### config.mk
export PLATFORM = sky130hd
export DESIGN_NAME = window_3x3_gen
export DESIGN_NICKNAME = d
export VERILOG_FILES = /design/src/rtl/window_3x3_gen.sv
export SDC_FILE = /design/constraint.sdc
export NUM_CORES = 1
export LEC_CHECK = 0
export ABC_AREA = 1
export CAP_MARGIN = 15
export CORE_AREA = 2 2 136 138
export DETAILED_ROUTE_END_ITERATION = 8
export DIE_AREA = 0 0 138 140
export GPL_TIMING_DRIVEN = 0
export MAX_ROUTING_LAYER = met4
export PLACE_DENSITY = 0.76
export SLEW_MARGIN = 20
export SYNTH_ARGS = -nofsm -noshare
export SYNTH_HDL_FRONTEND = slang
export SYNTH_SLANG_ARGS = --single-unit
### constraint.sdc
create_clock -name clk -period 3.55 [get_ports clk]
set_input_delay 0.355 -clock clk [delete_from_list [all_inputs] [get_ports clk]]
set_output_delay 0.355 -clock clk [all_outputs]
set_load 0.005 [all_outputs]
### src/rtl/window_3x3_gen.sv
// window_3x3_gen: streaming 3x3 window generator built on two line buffers
module window_3x3_gen #(
   parameter int IMG_W = 8,
   parameter int IMG_H = 8
) (
   input  logic        clk,
   input  logic        rst,
   input  logic [7:0]  pix_in,
   input  logic        pix_valid,
   output logic        pix_ready,
   output logic [71:0] win_out,
   output logic        win_valid,
   input  logic        win_ready,
   output logic        frame_done
);
   localparam int CW = $clog2(IMG_W);
   localparam int RW = $clog2(IMG_H);
   logic [CW-1:0] col;
   logic [RW-1:0] row;
   logic [7:0]    lb0 [IMG_W];
   logic [7:0]    lb1 [IMG_W];
   logic [71:0]   sr;
   logic [71:0]   sr_nx;
   logic          acc;
   logic          prod;
   logic          col_last;
   logic          row_last;
   assign pix_ready = !rst && (!win_valid || win_ready);
   assign acc       = pix_valid && pix_ready;
   assign col_last  = col == CW'(IMG_W - 1);
   assign row_last  = row == RW'(IMG_H - 1);
   assign prod      = acc && (row >= RW'(2)) && (col >= CW'(2));
   // window shifted one column left with {LB0, LB1, pixel} as the new right column
   assign sr_nx = {pix_in, sr[71:56], lb1[col], sr[47:32], lb0[col], sr[23:8]};
   // raster position counters and end-of-frame pulse
   always_ff @(posedge clk) begin
      if (rst) begin
         col        <= '0;
         row        <= '0;
         frame_done <= 1'b0;
      end else begin
         frame_done <= acc && col_last && row_last;
         if (acc) begin
            col <= col_last ? '0 : col + 1'b1;
            if (col_last) row <= row_last ? '0 : row + 1'b1;
         end
      end
   end
   // line buffers and column shift register; contents are never cleared
   always_ff @(posedge clk) begin
      if (acc) begin
         lb0[col] <= lb1[col];
         lb1[col] <= pix_in;
         sr       <= sr_nx;
      end
   end
   // single-entry output slot
   always_ff @(posedge clk) begin
      if (rst) begin
         win_valid <= 1'b0;
         win_out   <= '0;
      end else if (prod) begin
         win_valid <= 1'b1;
         win_out   <= sr_nx;
      end else if (win_ready) begin
         win_valid <= 1'b0;
      end
   end
endmodule

==> results by stage, run 1 <==
Logic synthesis:
- The synthesized netlist occupies a cell area of about 10000 um2.
- Synthesis produced a netlist with a net count of 1004.
- The number of flops mapped to enable cells by yosys is 176.
- After synthesis, the most frequently instantiated cells are 176 x edfxtp_1, 175 x inv_1, 168 x nand2_1.
- The cell count after synthesis came out at about 990.
- edfxtp_1 takes more of the synthesized area than any other cell.
- The share of cell area taken by muxes after synthesis is 0%.
- The number of distinct library cell variants in the gate-level netlist after synthesis is 20.
- The synthesized netlist devotes ~16% of its cell area to simple gates.
- Summing the areas of all fa, ha and maj instances in the mapped netlist gives 0.745% of the synthesized area.
- After synthesis, flip-flops and latches occupy between 60 and 70% of the total area.
- By area the synthesized netlist is led by edfxtp_1 52%, dfxtp_1 16%, inv_1 6.5%, nand2_1 6.3%, nand3_1 4.8%.
- Of all flip-flops after synthesis, the portion carrying an async set or reset was 0%.
- The share of synthesized area in the top cell type comes to ~52%.
- In this run the mean area of a mapped cell was between 10 and 15 um2.
- During synthesis, Yosys emitted a total of 0 warnings.
- The synthesized netlist devotes under 10% of its cell area to compound gates.
- By area, the combinational part of the netlist is dominated by simple AND/OR/NAND/NOR gates.
- In the post-synthesis netlist, the cell with the most instances is edfxtp_1.
- The XOR/XNOR share of the synthesized area is 0%.
- After synthesis the netlist holds a flip-flop and latch count of 259.
- The dominant synthesized flop cell is edfxtp_1.

Setup path:
- The startpoint of the worst register-to-register path is win_valid.
- The first element of the critical path is rst.
- The endpoint arrival time on the critical path is between 2 and 3 ns.
- The maximum net fanout on the critical path is 21.
- STA classifies the critical path startpoint as a primary input.
- The worst setup path is of the in2reg kind.
- The sort of element at the end of the critical path is a register.
- The required arrival time at the worst endpoint is ~3.8 ns.

Global route:
- For this run the aggregate overflow at the end of global routing stands at 0.
- The first global-routing pass estimated roughly 35000 um of wire.
- The number of global-route vias before repair is about 6700.
- Entering global routing, the biggest net connects 34 pins.
- The overall track demand over capacity in global routing is roughly a quarter.
- The number of antenna violations at the first check in global routing was 0.

Power:
- The power density over the cells is between 500 and 600 nW/um2.
- The overall power is 6.45 mW.
- The standby leakage power is approximately 5.2 nW.
- The peak ir drop on the vdd network is between 400 and 500 uV.

Routing:
- After detailed routing, the number of vias per cell comes to just over 5.
- The DRC violation count after routing is 0.
- The first-pass iteration count of the detailed router is 5.
- The detailed router finished its first iteration with between 800 and 900 violations.
- The via total after detailed routing is 7035.
- In this run the remaining antenna-violating nets after routing total 0.
- The average routed wire per standard cell is roughly 16 um.
- The sum of routed wire length over all layers is 22400 um.

Die:
- The effective utilization at floorplan is 56.7%.
- The die is around 140 um wide.
- The area of the placeable core is around 18000 um2.
- The die outline area is a little under 20000 um2.
- The placement row count is a little under 50.
- The overall die height is about 140 um.
- The count of boundary I/O pins is between 80 and 90.

Min path:
- The startpoint identified for the worst hold timing path is sr[66].
- The tightest min-delay check is of the reg2reg type.

Finish:
- The final non-filler cell area is between 10000 and 15000 um2.
- The repair_antennas step left the layout with diodes totalling 0.
- Cells with a size suffix above 1 make up under 10% of the layout.
- The post-layout instance count excluding filler cells is between 1000 and 1500.
- The final cell utilization of the core is between 60 and 70%.
- The final layout contains between 1000 and 1500 nets.
- From synthesis to final layout, the design area changed by 21.6%.

Place:
- At the end of routability-driven placement, the weighted congestion stood at 0.865.
- Port buffering added 86 buffers.
- The post-detailed-placement half-perimeter wirelength is 15100 um.
- The post-place instance area is 11400 um2.
- The cell count after placement is between 1000 and 1500.

Clock network:
- At the later pin of the worst-skew pair, clock insertion delay measures approximately 0.52 ns.
- The number of CTS-inserted buffers is 27.
- The tree is rooted in a clkbuf_16.
- Post-CTS timing repair inserted 0 buffers for setup.
- The total clock sinks is 259.
- The buffer depth of the longest clock path is 3.
- The clock tree from TritonCTS is yes.
- The number of H-tree levels is 1.
- The quantity of gates resized following cts is 0.
- The number of buffers added to fix hold violations after cts is 0.
- The register clock-pin slew on the reported worst setup and hold paths is 0.07 ns.

Outcome:
- The flow ran to the end, and the final reports show no timing, DRC or antenna violations.

STA:
- Setup repair after global routing left no endpoint under its margin.
- The maximum achievable frequency is between 300 and 400 MHz.
- Counting I/O delays and the setup requirement, the final critical path takes 2.58 ns.
- The worst slew slack as a fraction of its limit is between 50 and 60%.
- For the pin with the worst max-slew slack, the measured transition is approximately 0.63 ns.
- Hold is met by 0.444 ns.
- The number of failing setup endpoints in the final timing report is 0.
- The count of endpoints failing hold in the final timing report is 0.
- The clock skew after layout is 0.00988 ns.
- Of the available clock period, the critical path in the final layout requires 72.8%.
- The final number of max-transition violations is 0.

Job:
- The tool flagged a number of max-cap violations equal to 0.
## layout by cell type, fill, tap and decap left out, drive strengths merged
cell,instances
bufinv,2
nand3,97
nor2,129
clkdlybuf4s50,86
buf,37
edfxtp,176
nand2,171
clkinv,9
ha,6
inv,179
a21oi,22
o21ai,77
clkbuf,50
clkinvlp,6
dfxtp,83
## worst paths after layout
check / end / slack, ns / depth (start not counted)
worst max-delay path: lb1[3][7] / 0.97 / 8
worst min-delay path: sr[58] / 0.44 / 0
worst max register to register: lb1[3][7] / 1.07 / 7
worst min register to register: sr[58] / 0.44 / 0
## cell type report
class                           count  area (um2)
Multi-Input combinational cell    502        2250
Clock buffer                       31         721
Inverter                          178         668
Sequential cell                   259        6950
Tap cell                          229         287
Buffer                             47         236
Clock inverter                     18         156
Timing Repair Buffer               95         993
Fill cell                        1269        5530
## state kept, by name (all words and copies together), names as in the netlist, named ones only
name and count:
lb0 64, win_valid 1, sr 48, win_out 72, row 3, lb1 64
frame_done 1, col 3
## per-layer routing
layer	vias to the layer above	wire [um]	track usage, %
met2	315	10300	38.9
met1	3264	9620	30.4
met3	59	1800	4.55
met5	-	0	-
li1	3397	-	-
met4	0	658	7.20
## critical path, cell delays in order
cell and delay [ns]:
clkdlybuf4s50_1 0.47, inv_2 0.18, nand3_4 0.14, buf_4 0.20
inv_2 0.34, nand2_1 0.30, nor2_2 0.57, buf_6 0.24
## where the power goes
group          total, mW  internal [mW]  leakage, nW  switching [mW]
registers           3.34           3.32         2.27          0.0207
logic              0.370         0.0922         2.48           0.278
clock network       2.74           1.60        0.424            1.14
total               6.45           5.01         5.18            1.44
## through the flow
stage,setup WS (ns),setup TNS (ns)
floorplan,0.332,0
global placement,-1.42,-163.78
detailed placement,0.528,0
CTS,1.03,0
global route,0.851,0
finish,0.967,0
## logic make-up (layout without fill, tap and decap cells)
family,Yosys count,count (layout)
adders and majority gates,6,6
DFF,259,259
buffers and inverters,225,369
and+or+nand+nor,397,397
AOI/OAI and AO/OA,99,99
No activity file was read; power rests on OpenSTA's default activity.
==> run 2: changes to the inputs <==
==> constraint.sdc (replaced) <==
create_clock -name clk -period 2.4 [get_ports clk]
set_input_delay 0.24 -clock clk [delete_from_list [all_inputs] [get_ports clk]]
set_output_delay 0.24 -clock clk [all_outputs]
set_load 0.005 [all_outputs]
==> results by stage, run 2 (synthesis results as in run 1) <==
Outcome:
- The run finished with clean final reports.

Setup path:
- The slowest stage of the critical path is the nor2_2 cell.
- The number of cells on the worst reg-to-reg path is 7 (unchanged).
- The endpoint of the most critical register-to-register path is lb1[2][7].
- The sort of element at the end of the critical path is a register.
- The worst setup path is launched from a register.
- In this run the critical register-to-register path is launched from win_valid.
- The minimum setup slack among reg-to-reg paths is 0.11 ns (-0.96 ns).
- The required arrival time at the worst endpoint is 2.62 ns (-1.15 ns).
- The delay of the slowest critical-path stage is 0.47 ns (-0.10 ns).
- The endpoint arrival time on the critical path is 2.51 ns (-0.30 ns).
- Walking the worst path, the cells encountered are nand2_2 -> nand3_4 -> buf_4 -> clkinvlp_4 -> nand2_1 -> nor2_2 -> buf_8.
- The maximum net fanout on the critical path is 14 (-33%).
- The path type of the worst setup path is reg2reg.
- The buffering stage count on the worst path with inverters included was 3 (-2).
- The cell class contributing the biggest share of worst-path delay is simple AND/OR/NAND/NOR gates.

Die:
- The effective utilization at floorplan is 56.7% (unchanged).
- The die boundary width is 138 um (unchanged).
- The overall die height was 140 um (unchanged).
- The count of boundary I/O pins is 87 (unchanged).
- The area of the placeable core came to 17800 um2 (unchanged).
- The die outline area is 19300 um2 (unchanged).
- The placement row count is 49 (unchanged).

Routing:
- The via total after detailed routing is 7106 (+1.0%).
- The number of violations reported at the end of detailed-routing iteration 0 is 659 (-18%).
- The sum of routed wire length over all layers is 22800 um (+1.9%).
- The count of nets left with antenna violations after detail routing is 0 (unchanged).
- The average routed wire per standard cell was 16.8 um (+1.9%).
- The first-pass iteration count of the detailed router was 5 (unchanged).
- The DRC violation count after routing is 0 (unchanged).
- The post-detailed-route via-to-cell ratio is 5.23 (+1.0%).

STA:
- For the finished layout, the period the worst path requires is ~2.3 ns.
- The clock skew after layout is 0.0200 ns (+0.0101 ns).
- The count of endpoints failing hold in the final timing report was 0 (unchanged).
- The number of failing setup endpoints in the final timing report is 0 (unchanged).
- The worst slew slack as a fraction of its limit came to 55.4% (-2.3 points).
- Setup repair after global routing left no endpoint under its margin.
- The measured slew at the worst slew-check pin is 0.669 ns (+0.0358 ns).
- The final number of max-transition violations is 0 (unchanged).
- The worst path uses 95.5% of the clock period.
- Static timing analysis puts the maximum clock frequency at between 400 and 500 MHz.
- The final-layout worst hold slack was 0.335 ns (-0.109 ns).

Finish:
- In the layout the commonest cells are 176 x edfxtp_1, 174 x inv_1, 168 x nand2_1, 119 x nor2_1, 96 x nand3_1.
- The flip-flop count of the largest register after layout is 72 (unchanged).
- The signed area change from the synthesized netlist to the final layout is 22.0%.
- The register name with the most flops is win_out.
- The largest registers in the layout are win_out (72), lb0 (64), lb1 (64).
- The share of cells above drive strength 1 is 8.58% (-0.35 points).
- The post-layout instance count excluding filler cells is 1359 (unchanged).
- The final cell utilization of the core was 69.2% (+0.24 points).
- The number of nets at the end of the flow came to 1128 (unchanged).
- The count of antenna diodes in the layout is 0 (unchanged).
- The count of fill cells added during filler insertion is 1281 (+0.95%).
- The library cell used most frequently in the layout, excluding fill and tap cells, is edfxtp_1.

Power:
- The power density over the cells is 780 nW/um2 (+48%).
- The standby leakage power is 5.19 nW (+0.26%).
- The peak ir drop on the vdd network is 613 uV (+39%).
- The overall power is 9.59 mW (+49%).

Place:
- The count of input and output buffers was 86 (unchanged).
- The cell count after placement came to 1308 (-0.15%).
- The post-detailed-placement half-perimeter wirelength is 14900 um (-0.97%).
- The final estimated routing congestion in global placement is 0.851 (-1.6%).

Clock network:
- The tree is rooted in a clkbuf_16.
- The clock tree from TritonCTS is yes.
- The number of CTS-inserted buffers is 26 (-3.7%).
- The clock insertion delay at the later pin of the skew report is 0.53 ns (about the same).
- The number of H-tree levels is 1 (unchanged).
- The register clock-pin slew on the reported worst setup and hold paths is 0.06 ns (about the same).
- The buffer depth of the longest clock path is 3 (unchanged).
- The number of buffers added to fix hold violations after cts is 0 (unchanged).
- The total clock sinks is 259 (unchanged).

Min path:
- The cell depth of the worst hold path was 2 (+2).
- The path class of the tightest hold or removal check is in2reg.
- The worst hold path begins at rst.
- The terminating pin of the worst hold path is win_valid.

Global route:
- The maximum number of pins on one net before global-route repair came to 27 (-21%).
- The global-route wire length before repair came to 35700 um (+1.5%).
- The number of antenna violations at the first check in global routing came to 0 (unchanged).
- The number of global-route vias before repair is 6719 (-0.24%).
- The leftover overflow at the end of global routing is 0 (unchanged).
- The overall track demand over capacity in global routing is 24.0% (+0.25 points).

Job:
- The count of max-cap constraint violations was 0 (unchanged).
==> run 2: cell count changes in the layout (fill, tap and decap cells not counted) <==
| cell | delta |
|---|---|
| clkbuf_16 | +3 |
| nor2_2 | -4 |
| buf_8 | -1 |
| clkbuf_1 | +4 |
| clkinvlp_4 | -4 |
| nor2_4 | +4 |
| clkbuf_8 | +4 |
| bufinv_16 | -2 |
| inv_4 | +1 |
| inv_2 | -1 |
| clkinv_2 | -5 |
| clkinvlp_2 | +1 |
==> run 2: cell type report <==
class / instances / area (um2) / share of cell area, %
plain buffers: 47 / 236 / 1.92
repair inverters: 2 / 12.5 / 0.102
flip-flops and latches: 259 / 6950 / 56.5
repair buffers: 94 / 978 / 7.96
inverters: 178 / 672 / 5.46
clock inverters: 6 / 32.5 / 0.265
clock buffers: 42 / 866 / 7.04
well taps: 229 / 287 / 2.33
multi-input cells: 502 / 2270 / 18.4
==> run 2: where the power goes <==
group | switching, mW | total, mW | internal (mW) | leakage [nW]
registers | 0.0312 | 4.94 | 4.90 | 2.27
clock network | 1.63 | 4.10 | 2.47 | 0.450
logic | 0.417 | 0.553 | 0.136 | 2.47
==> run 2: through the flow <==
stage               instance area (um2)  setup TNS [ns]  worst slack (ns)
floorplan                         10100          -21.94            -0.198
global placement                  11200         -201.59             -1.59
detailed placement                11300         -138.26             -1.22
CTS                               12300               0            0.0272
global route                      12300               0            0.0129
finish                            12300               0             0.109
==> run 2: how the worst max path moves through the flow <==
stage	from	to	slack, ns	cells past startpoint
2_1_floorplan	win_valid	lb0[1][0]	-0.20	6
3_3_place_gp	rst	lb1[7][3]	-1.59	7
3_5_place_dp	rst	lb0[0][4]	-1.22	7
4_1_cts	win_valid	sr[39]	0.03	4
5_1_grt	win_valid	lb1[2][7]	0.01	7
6_report	win_valid	lb1[2][7]	0.11	7
==> run 2: timing repair <==
action / 4_1_cts / 5_1_grt
setup buffers: 1 / 0
pin swaps: 1 / 0
cloned: 2 / 0
endpoints found under the setup margin: 130 / 10
gates resized for setup: 3 / 1
==> run 2: per-layer routing <==
metal,GRT usage (%),wire [um]
met5,-,0
met4,6.07,446
met3,3.97,1930
met2,40.3,11100
met1,30.8,9400
==> run 3: changes to the inputs <==
--- a/config.mk
+++ b/config.mk
@@ -5,11 +5,10 @@
 export SDC_FILE = /design/constraint.sdc
 export NUM_CORES = 1
 export LEC_CHECK = 0
-export ABC_AREA = 1
 export CAP_MARGIN = 15
-export CORE_AREA = 2 2 136 138
+export CORE_AREA = 2 2 133 135
 export DETAILED_ROUTE_END_ITERATION = 8
-export DIE_AREA = 0 0 138 140
+export DIE_AREA = 0 0 135 137
 export GPL_TIMING_DRIVEN = 0
 export MAX_ROUTING_LAYER = met4
 export PLACE_DENSITY = 0.76
==> results by stage, run 3 <==
Die:
- The die outline area is 18500 um2 (-4.3%).
- The count of boundary I/O pins is 87 (unchanged).
- The die boundary width came to 135 um (-2.2%).
- The overall die height is 137 um (-2.1%).
- The effective utilization at floorplan is 55.9% (-0.76 points).
- The area of the placeable core came to 17100 um2 (-4.1%).
- The placement row count is 48 (-2.0%).

Setup path:
- The required arrival time at the worst endpoint is 2.79 ns (+0.17 ns).
- The cell depth of the worst setup path was 5 (-2).
- The path type of the worst setup path is reg2reg.
- The maximum net fanout on the critical path is 10 (-4).
- Grouping stages by cell kind, the critical path spends the most delay in multiplexers.
- For this design, the slowest cell found on the critical path is buf_1.
- The buffering stage count on the worst path with inverters included is 1 (-2).
- The signal on the critical path passes through buf_1 -> mux4_2 -> mux2_2 -> nor3_2 -> nor3_1.
- The endpoint arrival time on the critical path is 2.63 ns (+0.12 ns).
- The worst setup path is launched from a register.
- STA classifies the critical path endpoint as a register.
- The delay of the slowest critical-path stage is 0.63 ns (+0.16 ns).
- The number of cells on the worst reg-to-reg path is 5 (-2).

Logic synthesis:
- The number of nets in the synthesized netlist is 639 (-36%).
- After synthesis, the cell types taking the most area are edfxtp_1 55%, dfxtp_1 17%, mux4_2 7.6%, a21oi_1 4.0%, nand3_1 3.0%.
- The register bit count reported by yosys is 259 (unchanged).
- The number of flops mapped to enable cells by yosys was 176 (unchanged).
- The cell type contributing the most total cell area after synthesis is edfxtp_1.
- The commonest cells after synthesis are 176 x edfxtp_1, 83 x dfxtp_1, 77 x a21oi_1.
- The leading cell type by number of instances after synthesis is edfxtp_1.
- The summed instance area of the synthesized netlist was 9540 um2 (-5.4%).
- The dominant synthesized flop cell is edfxtp_1.
- The count of warnings emitted by yosys is 0 (unchanged).
- The area share of the largest cell type after synthesis came to 55.4% (+3.0 points).
- The share of synthesized flip-flops with an asynchronous set or reset is 0% (unchanged).
- The sequential area share after synthesis was 72.8% (+3.9 points).
- The average instance area after synthesis is 15.4 um2 (+50%).
- The number of distinct library cell variants in the gate-level netlist after synthesis was 28 (+40%).
- The synthesized instance count is 621 (-37%).

Finish:
- Ranked by flip-flop count, first place goes to win_out.
- Leaving out fill and tap cells, the most frequent cell in the layout is edfxtp_1.
- Relative to the synthesized area, the layout overhead comes to 22.9%.
- The share of cells above drive strength 1 is 19.9% (+11 points).
- The top cell types in the final layout, fill and taps aside, are 176 x edfxtp_1, 85 x clkdlybuf4s50_1, 83 x dfxtp_1, 77 x a21oi_1.
- The largest registers in the layout are win_out (72), lb0 (64), lb1 (64).
- The flip-flop count of the largest register after layout was 72 (unchanged).
- The number of nets at the end of the flow came to 773 (-31%).

Routing:
- The via total after detailed routing is 5935 (-16%).
- The post-detailed-route via-to-cell ratio is 5.93 (+13%).
- The number of violations reported at the end of detailed-routing iteration 0 was 608 (-7.7%).
- The DRC violation count after routing is 0 (unchanged).
- The first-pass iteration count of the detailed router is 5 (unchanged).
- The count of nets left with antenna violations after detail routing is 0 (unchanged).
- The average routed wire per standard cell was 21.2 um (+26%).
- The sum of routed wire length over all layers is 21200 um (-7.1%).

Clock network:
- CTS placed an instance of clkbuf_16 at the clock tree root.
- The buffer depth of the longest clock path is 3 (unchanged).
- The register clock-pin slew on the reported worst setup and hold paths came to 0.06 ns (about the same).
- The total clock sinks is 259 (unchanged).
- The number of H-tree levels is 1 (unchanged).
- The clock tree from TritonCTS is yes.
- The clock insertion delay at the later pin of the skew report is 0.52 ns (about the same).
- The number of CTS-inserted buffers is 26 (unchanged).
- The number of buffers added to fix hold violations after cts is 0 (unchanged).

Job:
- The count of max-cap constraint violations is 0 (unchanged).

Place:
- The count of input and output buffers was 85 (-1.2%).
- The worst setup timing slack at the placement stage was -0.836 ns (+0.383 ns).
- The final estimated routing congestion in global placement was 0.867 (+1.8%).
- The post-detailed-placement half-perimeter wirelength is 14100 um (-5.7%).

Global route:
- The leftover overflow at the end of global routing was 0 (unchanged).
- The overall track demand over capacity in global routing came to 23.7% (-0.23 points).
- The number of antenna violations at the first check in global routing was 0 (unchanged).
- The number of global-route vias before repair is 5738 (-15%).
- The maximum number of pins on one net before global-route repair is 58 (+110%).
- The global-route wire length before repair is 32300 um (-9.5%).

STA:
- The maximum achievable frequency came to 446 MHz (+2.3%).
- The number of failing setup endpoints in the final timing report is 0 (unchanged).
- Setup repair after global routing left no endpoint under its margin.
- The final number of max-transition violations came to 0 (unchanged).
- The final period demand of the worst path came to 2.24 ns (-0.0507 ns).
- The sum of negative setup slack is 0 ns (unchanged).
- The count of endpoints failing hold in the final timing report was 0 (unchanged).
- The measured slew at the worst slew-check pin is 0.816 ns (+0.147 ns).
- The worst slew slack as a fraction of its limit came to 45.3% (-10 points).
- The share of the cycle needed by the critical path after routing is 93.3% (-2.1 points).
- The setup slack of the critical path after layout was 0.160 ns (+0.0507 ns).
- The clock skew after layout is 0.0187 ns (-0.00132 ns).

Power:
- The peak ir drop on the vdd network is 649 uV (+5.9%).
- The standby leakage power is 3.69 nW (-29%).
- The overall power is 9.00 mW (-6.1%).
- The power density over the cells is 768 nW/um2 (-1.5%).

Min path:
- The path class of the lowest-slack min-delay path is in2reg.
- The cell depth of the worst hold path is 4 (+2).

Outcome:
- The run finished with clean final reports.
run 3: changes by cell type in the layout (fill, tap and decap cells not counted), moves of 8 or more:
cell     before  now
inv_1       174    2
a21oi_1      22   77
nand2_1     168    7
nor2_1      119    3
o21ai_1       0   57
o21ai_0      77    0
nor3_2        0   17
mux2_2        0   16
mux4_2        0   32
buf_4         1   18
nor3_1        0   16
buf_1         2   10
nand3_1      96   57
run 3: cell families after synthesis:
logic type                 share of synthesized area [%]
adders and majority gates                          0.787
buffers and inverters                               2.58
and+or+nand+nor                                     6.93
AOI/OAI and AO/OA                                   7.42
muxes                                               9.45
DFF                                                 72.8
run 3: tightest hold or removal path: stages:
cell and delay, ns:
buf_2 0.23, inv_2 0.09, nand2_1 0.08, o21ai_1 0.09
run 3: final cells by class:
type | count | area (um2)
clock inverter | 9 | 48.8
antenna | 1 | 2.50
fill | 1119 | 5340
buffer | 49 | 236
multi-input combinational | 309 | 2430
inverter | 4 | 17.5
sequential | 259 | 6950
clock buffer | 39 | 726
timing repair buffer | 106 | 1030
tap | 225 | 282
run 3: per-layer routing:
| layer | share of wire [%] | vias to the layer above | global-route usage (%) |
|---|---|---|---|
| met5 | 0 | - | - |
| met4 | 1.9 | 0 | 6.89 |
| met3 | 6.7 | 40 | 3.48 |
| met2 | 50 | 251 | 38.6 |
| met1 | 42 | 2991 | 31.8 |
| li1 | - | 2653 | - |
run 3: path summary, 6_finish.rpt:
| check | from | to | slack [ns] |
|---|---|---|---|
| hold / removal | rst | register | 0.27 |
| setup reg to reg | register | win_out[43] | 0.16 |
| hold reg to reg | sr[21] | sr[13] | 0.45 |
| setup / recovery | register | win_out[43] | 0.16 |
run 3: report_power, final:
group	switching, mW	internal (mW)
combinational	0.268	0.140
clock	1.60	2.09
sequential	0.0346	4.87
total	1.90	7.10
run 3: stage by stage:
stage / hold slack (ns) / instance area [um2] / instances / util (%)
floorplan: 0.339 / 9560 / 621 / -
global placement: 0.430 / 10700 / 931 / 62.7
detailed placement: 0.437 / 10800 / 941 / 63.4
CTS: 0.233 / 11700 / 994 / 68.4
global route: 0.304 / 11700 / 1000 / 68.7
finish: 0.273 / 11700 / 1001 / 68.7
run 3: what timing repair did:
action / in CTS / in global routing
setup endpoints to repair: 166 / 49
pin swaps: 3 / 4
resized for setup: 8 / 1
buffers inserted: 5 / 6
